### src/rtl/stream_arbiter.sv
// Round-robin arbiter merging NUM_IN ready/valid streams into one registered output.
// Optionally keeps multi-beat packets contiguous by locking the grant until the last beat.
module stream_arbiter #(
  parameter int WIDTH  = 32,
  parameter int NUM_IN = 4,
  parameter int LOCK   = 1,
  parameter int SRC_W  = $clog2(NUM_IN)
) (
  input  logic                          clk,
  input  logic                          rst,
  input  logic [NUM_IN-1:0]             IN_valid,
  input  logic [NUM_IN-1:0][WIDTH-1:0]  IN_data,
  input  logic [NUM_IN-1:0]             IN_last,
  output logic [NUM_IN-1:0]             OUT_ready,
  output logic                          OUT_valid,
  output logic [WIDTH-1:0]              OUT_data,
  output logic                          OUT_last,
  output logic [SRC_W-1:0]              OUT_src,
  input  logic                          IN_ready
);

  typedef enum logic {
    ARB_FREE,
    ARB_LOCKED
  } arb_state_e;

  localparam logic [SRC_W:0] NUM_IN_W = (SRC_W+1)'(NUM_IN);

  arb_state_e       state_q, state_d;
  logic [SRC_W-1:0] prio_q, prio_d;
  logic [SRC_W-1:0] lock_src_q, lock_src_d;

  logic             valid_q;
  logic [WIDTH-1:0] data_q;
  logic             last_q;
  logic [SRC_W-1:0] src_q;

  logic             out_rdy;
  logic             has_grant;
  logic             xfer;
  logic [SRC_W-1:0] grant;
  logic [SRC_W:0]   scan_idx;
  logic [SRC_W:0]   grant_inc;
  logic [SRC_W-1:0] next_prio;

  // Scan indices are formed one bit wider so prio+i can wrap without aliasing.
  always_comb begin
    has_grant = 1'b0;
    grant     = '0;
    scan_idx  = '0;
    if (state_q == ARB_LOCKED) begin
      grant     = lock_src_q;
      has_grant = IN_valid[lock_src_q];
    end else begin
      for (int unsigned i = 0; i < NUM_IN; i++) begin
        scan_idx = {1'b0, prio_q} + (SRC_W+1)'(i);
        if (scan_idx >= NUM_IN_W) scan_idx = scan_idx - NUM_IN_W;
        if (!has_grant && IN_valid[scan_idx[SRC_W-1:0]]) begin
          has_grant = 1'b1;
          grant     = scan_idx[SRC_W-1:0];
        end
      end
    end
  end

  always_comb begin
    out_rdy    = !valid_q || IN_ready;
    xfer       = out_rdy && has_grant;
    OUT_ready  = '0;
    if (xfer) OUT_ready[grant] = 1'b1;

    grant_inc  = {1'b0, grant} + (SRC_W+1)'(1);
    next_prio  = (grant_inc == NUM_IN_W) ? '0 : grant_inc[SRC_W-1:0];

    state_d    = state_q;
    prio_d     = prio_q;
    lock_src_d = lock_src_q;
    if (xfer) begin
      if ((LOCK != 0) && !IN_last[grant]) begin
        state_d    = ARB_LOCKED;
        lock_src_d = grant;
      end else begin
        state_d    = ARB_FREE;
        prio_d     = next_prio;
      end
    end
  end

  always_ff @(posedge clk) begin
    if (rst) begin
      state_q    <= ARB_FREE;
      prio_q     <= '0;
      lock_src_q <= '0;
      valid_q    <= 1'b0;
      data_q     <= '0;
      last_q     <= 1'b0;
      src_q      <= '0;
    end else begin
      state_q    <= state_d;
      prio_q     <= prio_d;
      lock_src_q <= lock_src_d;
      if (xfer) begin
        valid_q <= 1'b1;
        data_q  <= IN_data[grant];
        last_q  <= IN_last[grant];
        src_q   <= grant;
      end else if (out_rdy) begin
        valid_q <= 1'b0;
      end
    end
  end

  assign OUT_valid = valid_q;
  assign OUT_data  = data_q;
  assign OUT_last  = last_q;
  assign OUT_src   = src_q;

endmodule

### config.mk
export PLATFORM = sky130hd
export DESIGN_NAME = stream_arbiter
export DESIGN_NICKNAME = d
export VERILOG_FILES = /design/src/rtl/stream_arbiter.sv
export SDC_FILE = /design/constraint.sdc
export NUM_CORES = 1
export LEC_CHECK = 0
export CORE_MARGIN = 2
export CORE_UTILIZATION = 35
export CTS_CLUSTER_SIZE = 16
export DETAILED_ROUTE_END_ITERATION = 6
export PLACE_DENSITY = 0.79
export SLEW_MARGIN = 20
export SYNTH_ARGS = -nofsm -noshare
export SYNTH_HDL_FRONTEND = slang
export SYNTH_SLANG_ARGS = --single-unit
### constraint.sdc
create_clock -name clk -period 2.5 [get_ports clk]
set_input_delay 0.5 -clock clk [delete_from_list [all_inputs] [get_ports clk]]
set_output_delay 0.5 -clock clk [all_outputs]
set_load 0.01 [all_outputs]
### Word-level counts from Yosys, hierarchy flattened

Index checks and enable logic that the tools add are counted.

| word-level totals | value |
|---|---|
| logic and storage cells | 83 |
| output and inout port bits | 40 |
| input port bits | 139 |
| register bits | 41 |

| cells by class | value |
|---|---|
| magnitude comparators | 11 |
| reductions and logical operators | 13 |
| equality and inequality tests | 1 |
| muxes and demuxes | 42 |
| add/subtract/negate cells | 8 |
| bitwise operators | 1 |

Operators by type and width:

| operator | count |
|---|---|
| $bmux 32 s2 | 1 |
| $mux 32 | 1 |
| $mux 2 | 14 |
| $lt 2x3->1 const B | 6 |
| $mux 1 | 18 |
| $bmux 1 s2 | 6 |
| $ge 3x3->1 const B | 3 |
| $sub 2x1->2 const B | 4 |
| $add 2x1->3 const B | 2 |
| $add 2x2->3 const B | 2 |
| $logic_and 1x1->1 | 5 |
| $logic_not 1->1 | 4 |
| $mux 4 | 1 |
| $reduce_and 2->1 | 2 |
| $eq 3x3->1 const B | 1 |
| $ge 2x3->1 const B | 1 |
| $demux 1 s2 | 1 |
| $ge 2x1->1 const B | 1 |
| $reduce_bool 2->1 | 1 |
| $logic_or 1x1->1 | 1 |
| $not 1->1 | 1 |

### Longest topological paths before layout

Gate-level depths: netlist of the first run.

| logic depth | value |
|---|---|
| depth in word-level cells | 24 |
| mapped depth | 11 |
| depth with buffers taken out | 8 |

### Worst setup path before layout of the first run

No wires, ideal clock.

| path | value |
|---|---|
| path type | input port to output port |
| start | input port IN_valid[3] |
| end | output port OUT_ready[0] |
| buffers on the path | 3 |
| path slack | 60 ps |
| stages | 8 |
| required time | 2000 ps |
| arrival | 1940 ps |
| cell sequence | buf_2 > mux4_2 > nand2b_1 > o41ai_2 > nor2b_2 > buf_2 > buf_2 > and2_1 |

| between the ends | value |
|---|---|
| longest elaborated chain between the ends | 21 |
| elaborated cells between the ends (all ways) | 36 |
| those cells by class | 2 x order compare; 26 x mux; 8 x reduce/logical |

RTL lines:

| element | RTL line | RTL |
|---|---|---|
| start, declared | 11 | `input logic [NUM_IN-1:0] IN_valid,` |
| $bmux 1 s2 | 58 | `if (!has_grant && IN_valid[scan_idx[SRC_W-1:0]]) begin` |
| $mux 1 (implied by the code) | 58 |  |
| $mux 1 | 58 |  |
| $mux 1 | 51 | `if (state_q == ARB_LOCKED) begin` |
| $logic_not 1->1 | 58 |  |
| $logic_and 1x1->1 | 58 |  |
| $mux 1 | 58 |  |
| $mux 1 | 51 |  |
| (+5 left out) | -- |  |
| $logic_and 1x1->1 | 58 |  |
| $mux 2 | 58 |  |
| $mux 2 | 51 |  |
| $lt 2x3->1 (implied by the code) / $ge 2x1->1 (equally long branches) | 70 | `if (xfer) OUT_ready[grant] = 1'b1;` |
| $logic_and 1x1->1 (implied by the code) | 70 |  |
| $mux 1 (implied by the code) | 70 |  |
| $demux 1 s2 | 70 |  |
| $mux 4 (*) | 70 |  |
| end, declared | 14 | `output logic [NUM_IN-1:0] OUT_ready,` |

Every way passes the cells marked *; elsewhere a longest branch is shown, timed or not. The select of a mux whose other input is x is not followed.

### Worst setup path after layout of the first run

| path | value |
|---|---|
| start | input port IN_valid[2] |
| end | output port OUT_ready[0] |

Same word-level chain as after synthesis.

==> metrics.md, run 1 <==
| Metric | Value |
|---|---|
| Status | complete, no violations |
| Row cnt | 33 |
| RSZ-0062 raised after global routing | false |
| Synth top cells by count | 107 x nor2_1, 100 x nand2_1, 41 x a21oi_1, 41 x dfxtp_1, 33 x nand3_1 |
| Area delta synth->final | 70.0% |
| Warnings, synthesis | 0 |
| Final worst-path cycle share | between 90% and 100% |
| TritonCTS Buffers | 5 |
| Hold path depth | 2 |
| Synth Area in Simple Gates | a little under two fifths |
| Synth Area in Compound Gates | 21.2% |
| Critical Path AT | 1960 ps |
| First-pass GRT wire length | approximately 17,000 um |
| Hold Vio Cnt, Final | 0 |
| Post-synthesis xor/xnor area fraction | 0% |
| Final #Nets | a little under 800 |
| GRT Util Overall | a little over a fifth |
| Worst slew pin tran | 508 ps |
| Layout cells sized above 1 | between 10% and 20% |
| Core footprint | 8260 um^2 |
| GRT overflow | 0 |
| Hold path start | OUT_last$_SDFFE_PP0P_ |
| Die Y-Extent | slightly below 100 um |
| CP max FO | 5 |
| Sequential Area | about 820 um^2 |
| Hold Buf Count CTS | 0 |
| Mapped Cells | about 460 |
| Routed vias | roughly 3,700 |
| Adder-Cell Fraction of Synth Area | 1.67% |
| HPWL after DPL | about 7800 um |
| Worst VDD drop | about 0.57 mV |
| Antenna-violating nets left | 0 |
| Ys flop type | dfxtp_1 |
| Synth top area cells | dfxtp_1 27%, nor2_1 13%, nand2_1 12% |
| Required @ worst endpoint | 2000 ps |
| Worst-Skew Late Latency | ~290 ps |
| DR DRC count | 0 |
| Worst setup EP type | output pin |
| Post-synth EDFFs | 0 |
| Clock root buffer | clkbuf_8 |
| Worst Setup Path Type | in -> out |
| I/O pins | 179 |
| Max Clk Rate | about 0.41 GHz |
| LEAKAGE | 0.00201 uW |
| Final setup viols | 0 |
| Post-synth top area cell | dfxtp_1 |
| DR vias/cell | 4.95 |
| Async set or reset register ratio after synthesis | 0% |
| Initial DRC Count | 123 |
| Seq cells post-synth | 41 |
| Synth top area share | a little over a quarter |
| Worst-path clk slew | 70 ps |
| Mean Syn Cell Area | around 6.6 um^2 |
| Number of H-tree levels | 2 |
| Vias in the first global route | 3,541 |
| Min-Delay Endpoint | OUT_last$_SDFFE_PP0P_ |
| Layout fillers | around 770 |
| Ant diodes | 0 |
| Largest net degree at the start of global routing | 43 |
| PortBufs | roughly 180 |
| Routability cong. | 0.862 |
| R2r endpoint | OUT_data[25]$_SDFFE_PP0P_ |
| Initial antenna violation count | 0 |
| Max-cap violations | 0 |
| Final min period | ~2500 ps |
| Die area | between 9000 and 10,000 um^2 |
| Final core occ | between 60 and 70% |
| R2r worst-path depth | 11 |
| Pwr Density | ~1000 nW/um^2 |
| Mapped Nets | between 600 and 700 |
| CP Launch Type | input pin |
| Worst Skew | ~8.7 ps |
| Worst R2R Start | state_q$_SDFFE_PP0P_ |
| Post-synthesis cell area | between 3000 and 4000 um^2 |
| Die X | a little under 100 um |
| Unique masters post-synth | 45 |
| Setup TNS | 0 ps |
| Reg2reg setup slack | 220 ps |
| WL/cell | between 10 and 15 um |
| Area of the multi-input gates | roughly 2000 um^2 |
| Seq/Total Area, Yosys | ~27% |
| CTS Buffer Depth | 2 |
| Initial DRT Pass Iterations | 4 |
| Sink Count | 41 |
| Hold Crit Class | reg -> reg |
| Hold Slack | 454 ps |
| CTS tree | yes |
| Largest family of logic cells by synthesized area | simple AND/OR/NAND/NOR gates |
| Mux contribution to synthesized area | about 2.8% |
| Final Max Tran Viols | 0 |
| Total routed wirelength | 10,100 um |
| Top-count cell post-synth | nor2_1 |
| Initial core utilization | between 30% and 40% |
| Slew HR | about two thirds |
-- metal layers --
metal / up-vias / part of all wire (%) / GRT usage (%)
li1: 1909 / - / -
met1: 1662 / 41 / 24.3
met2: 132 / 51 / 38.7
met3: 8 / 7.0 / 5.27
met4: 0 / 0.87 / 4.44
met5: - / 0 / 0
-- layout make-up --
| class | count | area share [%] |
|---|---|---|
| Clock buffer | 7 | 1.69 |
| Inverter | 4 | 0.294 |
| Multi-Input combinational cell | 373 | 38.3 |
| Sequential cell | 41 | 16.1 |
| Tap cell | 105 | 2.57 |
| Timing Repair Buffer | 219 | 41.0 |
-- flip-flops by register name, indices dropped and copies added (netlist names) --
name	cells
OUT_data	32
OUT_valid	1
lock_src_q	2
OUT_src	2
prio_q	2
OUT_last	1
state_q	1
-- cell usage in the layout (no fill, tap or decap), types with 6 or more instances in the layout --
| cell type | count |
|---|---|
| buf_4 | 37 |
| dfxtp_1 | 39 |
| nor2_1 | 107 |
| a21oi_1 | 40 |
| nand2b_1 | 6 |
| o211ai_1 | 32 |
| nand2_1 | 100 |
| clkdlybuf4s50_1 | 169 |
| nand3_1 | 33 |
| clkbuf_8 | 6 |
-- what timing repair did --
item / in CTS / in global routing
gates resized for setup: 30 / 10
setup endpoints to repair: 6 / 7
pin swaps: 4 / 2
buffers inserted: 7 / 2
endpoints found under the hold margin: 0 / 0
-- critical path: stages --
cell,delay (ps)
clkdlybuf4s15_2,210
nor2b_2,170
a2111o_1,440
o311ai_4,100
buf_6,160
ha_2,160
and2_1,110
buf_2,120
-- stage by stage --
| step | worst slack, ps | std cells | power (uW) | cell area, um^2 |
|---|---|---|---|---|
| floorplan | 59.7 | 458 | 3390 | 3000 |
| global placement | -606 | 733 | 4620 | 4920 |
| detailed placement | -641 | 733 | 4690 | 4920 |
| CTS | 15.9 | 747 | 5220 | 5060 |
| global route | 1.33 | 749 | 5710 | 5110 |
| finish | 36.8 | 749 | 5230 | 5110 |
-- how the worst max path moves through the flow --
| stage | startpoint | to | slack (ps) | cells after the start |
|---|---|---|---|---|
| after global routing | IN_valid[2] | OUT_ready[2] | 1 | 8 |
| after floorplan | IN_valid[3] | OUT_ready[0] | 60 | 8 |
| after detailed placement | IN_valid[2] | OUT_ready[1] | -640 | 7 |
| final | IN_valid[2] | OUT_ready[0] | 40 | 8 |
| after global placement | IN_valid[2] | OUT_ready[1] | -610 | 7 |
| after CTS | IN_valid[2] | OUT_ready[1] | 20 | 10 |
-- logic make-up (layout without fill, tap and decap cells) --
group           Yosys count  count (layout)
simple gates            268             268
fa+ha+maj                 4               4
flops                    41              41
mux                       7               7
compound gates           94              94
buf+inv                  44             230
-- power by group --
part           switching, uW  internal (uW)  total [uW]  leakage, uW
sequential               196            963        1160     0.000341
clock                    214            219         433    0.0000443
combinational           1870           1770        3640      0.00162
total                   2280           2960        5230      0.00201
(Power assumes the default switching activity.)
==> inputs of run 2 (changes only) <==
--- a/config.mk
+++ b/config.mk
@@ -10,6 +10,7 @@
 export CTS_CLUSTER_SIZE = 16
 export DETAILED_ROUTE_END_ITERATION = 6
 export PLACE_DENSITY = 0.79
+export RECOVER_POWER = 50
 export SLEW_MARGIN = 20
 export SYNTH_ARGS = -nofsm -noshare
 export SYNTH_HDL_FRONTEND = slang
==> run 2 against run 1 <==
Compared with the run above:
- first-iteration DRC count decreased by 11%
- critical endpoint unchanged
- worst hold slack got worse by 3.2 ps
- routed wire length decreased by 0.29%
- combinational power decreased by 3%
- final area decreased by 0.29%
- highest routed layer unchanged
- clock power about the same
- total power decreased by 2.6%
- global-route usage unchanged
- register-to-register slack improved by 20 ps
- core utilization decreased by 0.18 points
==> metrics.md, run 2 (synthesized netlist as in run 1, its figures left out) <==
| Metric | Value |
|---|---|
| Final worst-path cycle share | between 90 and 100% |
| Hold Crit Class | reg -> reg |
| Total routed wirelength | just over 10,000 um |
| Worst slew pin tran | approximately 480 ps |
| RSZ-0062 raised after global routing | false |
| Worst-path clk slew | roughly 70 ps |
| Largest net degree at the start of global routing | 43 |
| Max-cap violations | 0 |
| Antenna-violating nets left | 0 |
| Initial antenna violation count | 0 |
| Die area | a little over 9000 um^2 |
| Dpl cells | ~730 |
| LEAKAGE | 0.00208 uW |
| Commonest non-fill, non-tap cell in the layout | clkdlybuf4s50_1 |
| CTS Buffer Depth | 2 |
| CTS tree | yes |
| Vias in the first global route | around 3,500 |
| DR DRC count | 0 |
| First-pass GRT wire length | about 17,000 um |
| Most frequent cells in the layout | 133 x clkdlybuf4s50_1, 107 x nor2_1, 100 x nand2_1, 40 x a21oi_1, 39 x dfxtp_1 |
| GRT Util Overall | 21.0% |
| Finished Layout Cells | roughly 750 |
| Required @ worst endpoint | approximately 2000 ps |
| Final min period | ~2500 ps |
| GRT overflow | 0 |
| WL/cell | ~13 um |
| Worst setup EP type | output pin |
| Number of H-tree levels | 2 |
| Sink Count | 41 |
| Crit path launch | IN_valid[2] |
| Initial core utilization | around 36% |
| Row cnt | 33 |
| Max Clk Rate | between 0.4 and 0.5 GHz |
| TritonCTS Buffers | 5 |
| Status | complete, no violations |
| Clock root buffer | clkbuf_8 |
| Initial DRT Pass Iterations | 4 |
| Pwr Density | between 1000 and 1500 nW/um^2 |
| Worst VDD drop | about 0.57 mV |
| Ant diodes | 0 |
| Worst R2R Start | state_q$_SDFFE_PP0P_ |
| Hold Vio Cnt, Final | 0 |
| Final Max Tran Viols | 0 |
| Die X | ~97 um |
| Die Y-Extent | 96.6 um |
| CP max FO | 5 |
| R2r worst-path depth | 11 |
| Worst-Skew Late Latency | between 200 and 300 ps |
| DR vias/cell | 4.93 |
| Critical Path AT | around 2000 ps |
| PortBufs | 178 |
| Final #Nets | a little under 800 |
| Worst Setup Path Type | in -> out |
| Initial DRC Count | 110 |
| R2r endpoint | OUT_data[25]$_SDFFE_PP0P_ |
| Final core occ | 61.7% |
| Crit path to | OUT_ready[0] |
| HPWL after DPL | a little under 8000 um |
| Reg2reg setup slack | about 240 ps |
| CP Launch Type | input pin |
| Final setup viols | 0 |
| Routed vias | roughly 3,700 |
| Area delta synth->final | 69.5% |
| Core footprint | about 8300 um^2 |
| Slew HR | approximately two thirds |
| Largest register FFs | 32 |
| Layout cells sized above 1 | roughly an eighth |
| Worst Skew | ~9.0 ps |
| Hold path depth | 2 |
| I/O pins | 179 |
| Routability cong. | roughly 0.86 |
-- run 2: cell types whose count changed in the layout (fill, tap and decap cells not counted) --
cell | before | now
clkdlybuf4s50_1 | 169 | 133
dlygate4sd3_1 | 0 | 36
buf_12 | 1 | 0
clkbuf_2 | 0 | 1
-- run 2: timing repair --
item                                    in CTS  in global routing
endpoints found under the setup margin       6                  7
hold buffers                                 0                  0
pin swaps                                    4                  2
setup buffers                                7                  2
gates resized for setup                     30                 10
-- run 2: report_power, final --
group / total (uW) / switching (uW) / internal (uW)
combinational: 3520 / 1860 / 1660
sequential: 1140 / 182 / 963
clock: 435 / 216 / 219
total: 5100 / 2260 / 2840
-- run 2: critical path, stage by stage --
cell and delay [ps]:
clkdlybuf4s15_2 210, nor2b_2 170, a2111o_1 440, o311ai_4 100
buf_6 160, ha_2 160, and2_1 110, buf_2 120
-- run 2: worst min-delay path by stage --
stage | from | endpoint
after floorplan | OUT_data[0]$_SDFFE_PP0P_ | OUT_data[0]$_SDFFE_PP0P_
after global placement | OUT_data[5]$_SDFFE_PP0P_ | OUT_data[5]$_SDFFE_PP0P_
after detailed placement | OUT_last$_SDFFE_PP0P_ | OUT_last$_SDFFE_PP0P_
after CTS | OUT_data[6]$_SDFFE_PP0P_ | OUT_data[6]$_SDFFE_PP0P_
after global routing | OUT_last$_SDFFE_PP0P_ | OUT_last$_SDFFE_PP0P_
final | OUT_last$_SDFFE_PP0P_ | OUT_last$_SDFFE_PP0P_
-- run 2: per-stage QoR --
step	instance area, um^2	hold WS (ps)	total power, uW	TNS [ps]	setup WS [ps]
2_1_floorplan	3000	481	3390	0	59.7
3_3_place_gp	4920	441	4620	-9430	-606
3_5_place_dp	4920	446	4690	-10830	-641
4_1_cts	5060	456	5220	0	15.9
5_1_grt	5090	471	5580	0	1.33
6_report	5090	450	5100	0	38.4
-- run 2: per-layer routing --
layer  up-vias  part of all wire (%)  global-route usage [%]
met5         -                     0                       0
met4         0                  0.98                    4.44
met3         9                   6.9                    5.27
met2       128                    52                    38.7
met1      1649                    41                    24.3
li1       1907                     -                       -
-- run 2: layout make-up --
type | instances | area [um^2]
Inverter | 4 | 15.0
Multi-Input combinational cell | 373 | 1960
Sequential cell | 41 | 823
Timing Repair Buffer | 219 | 2080
Fill cell | 775 | 3170
Clock buffer | 7 | 86.3
Tap cell | 105 | 131
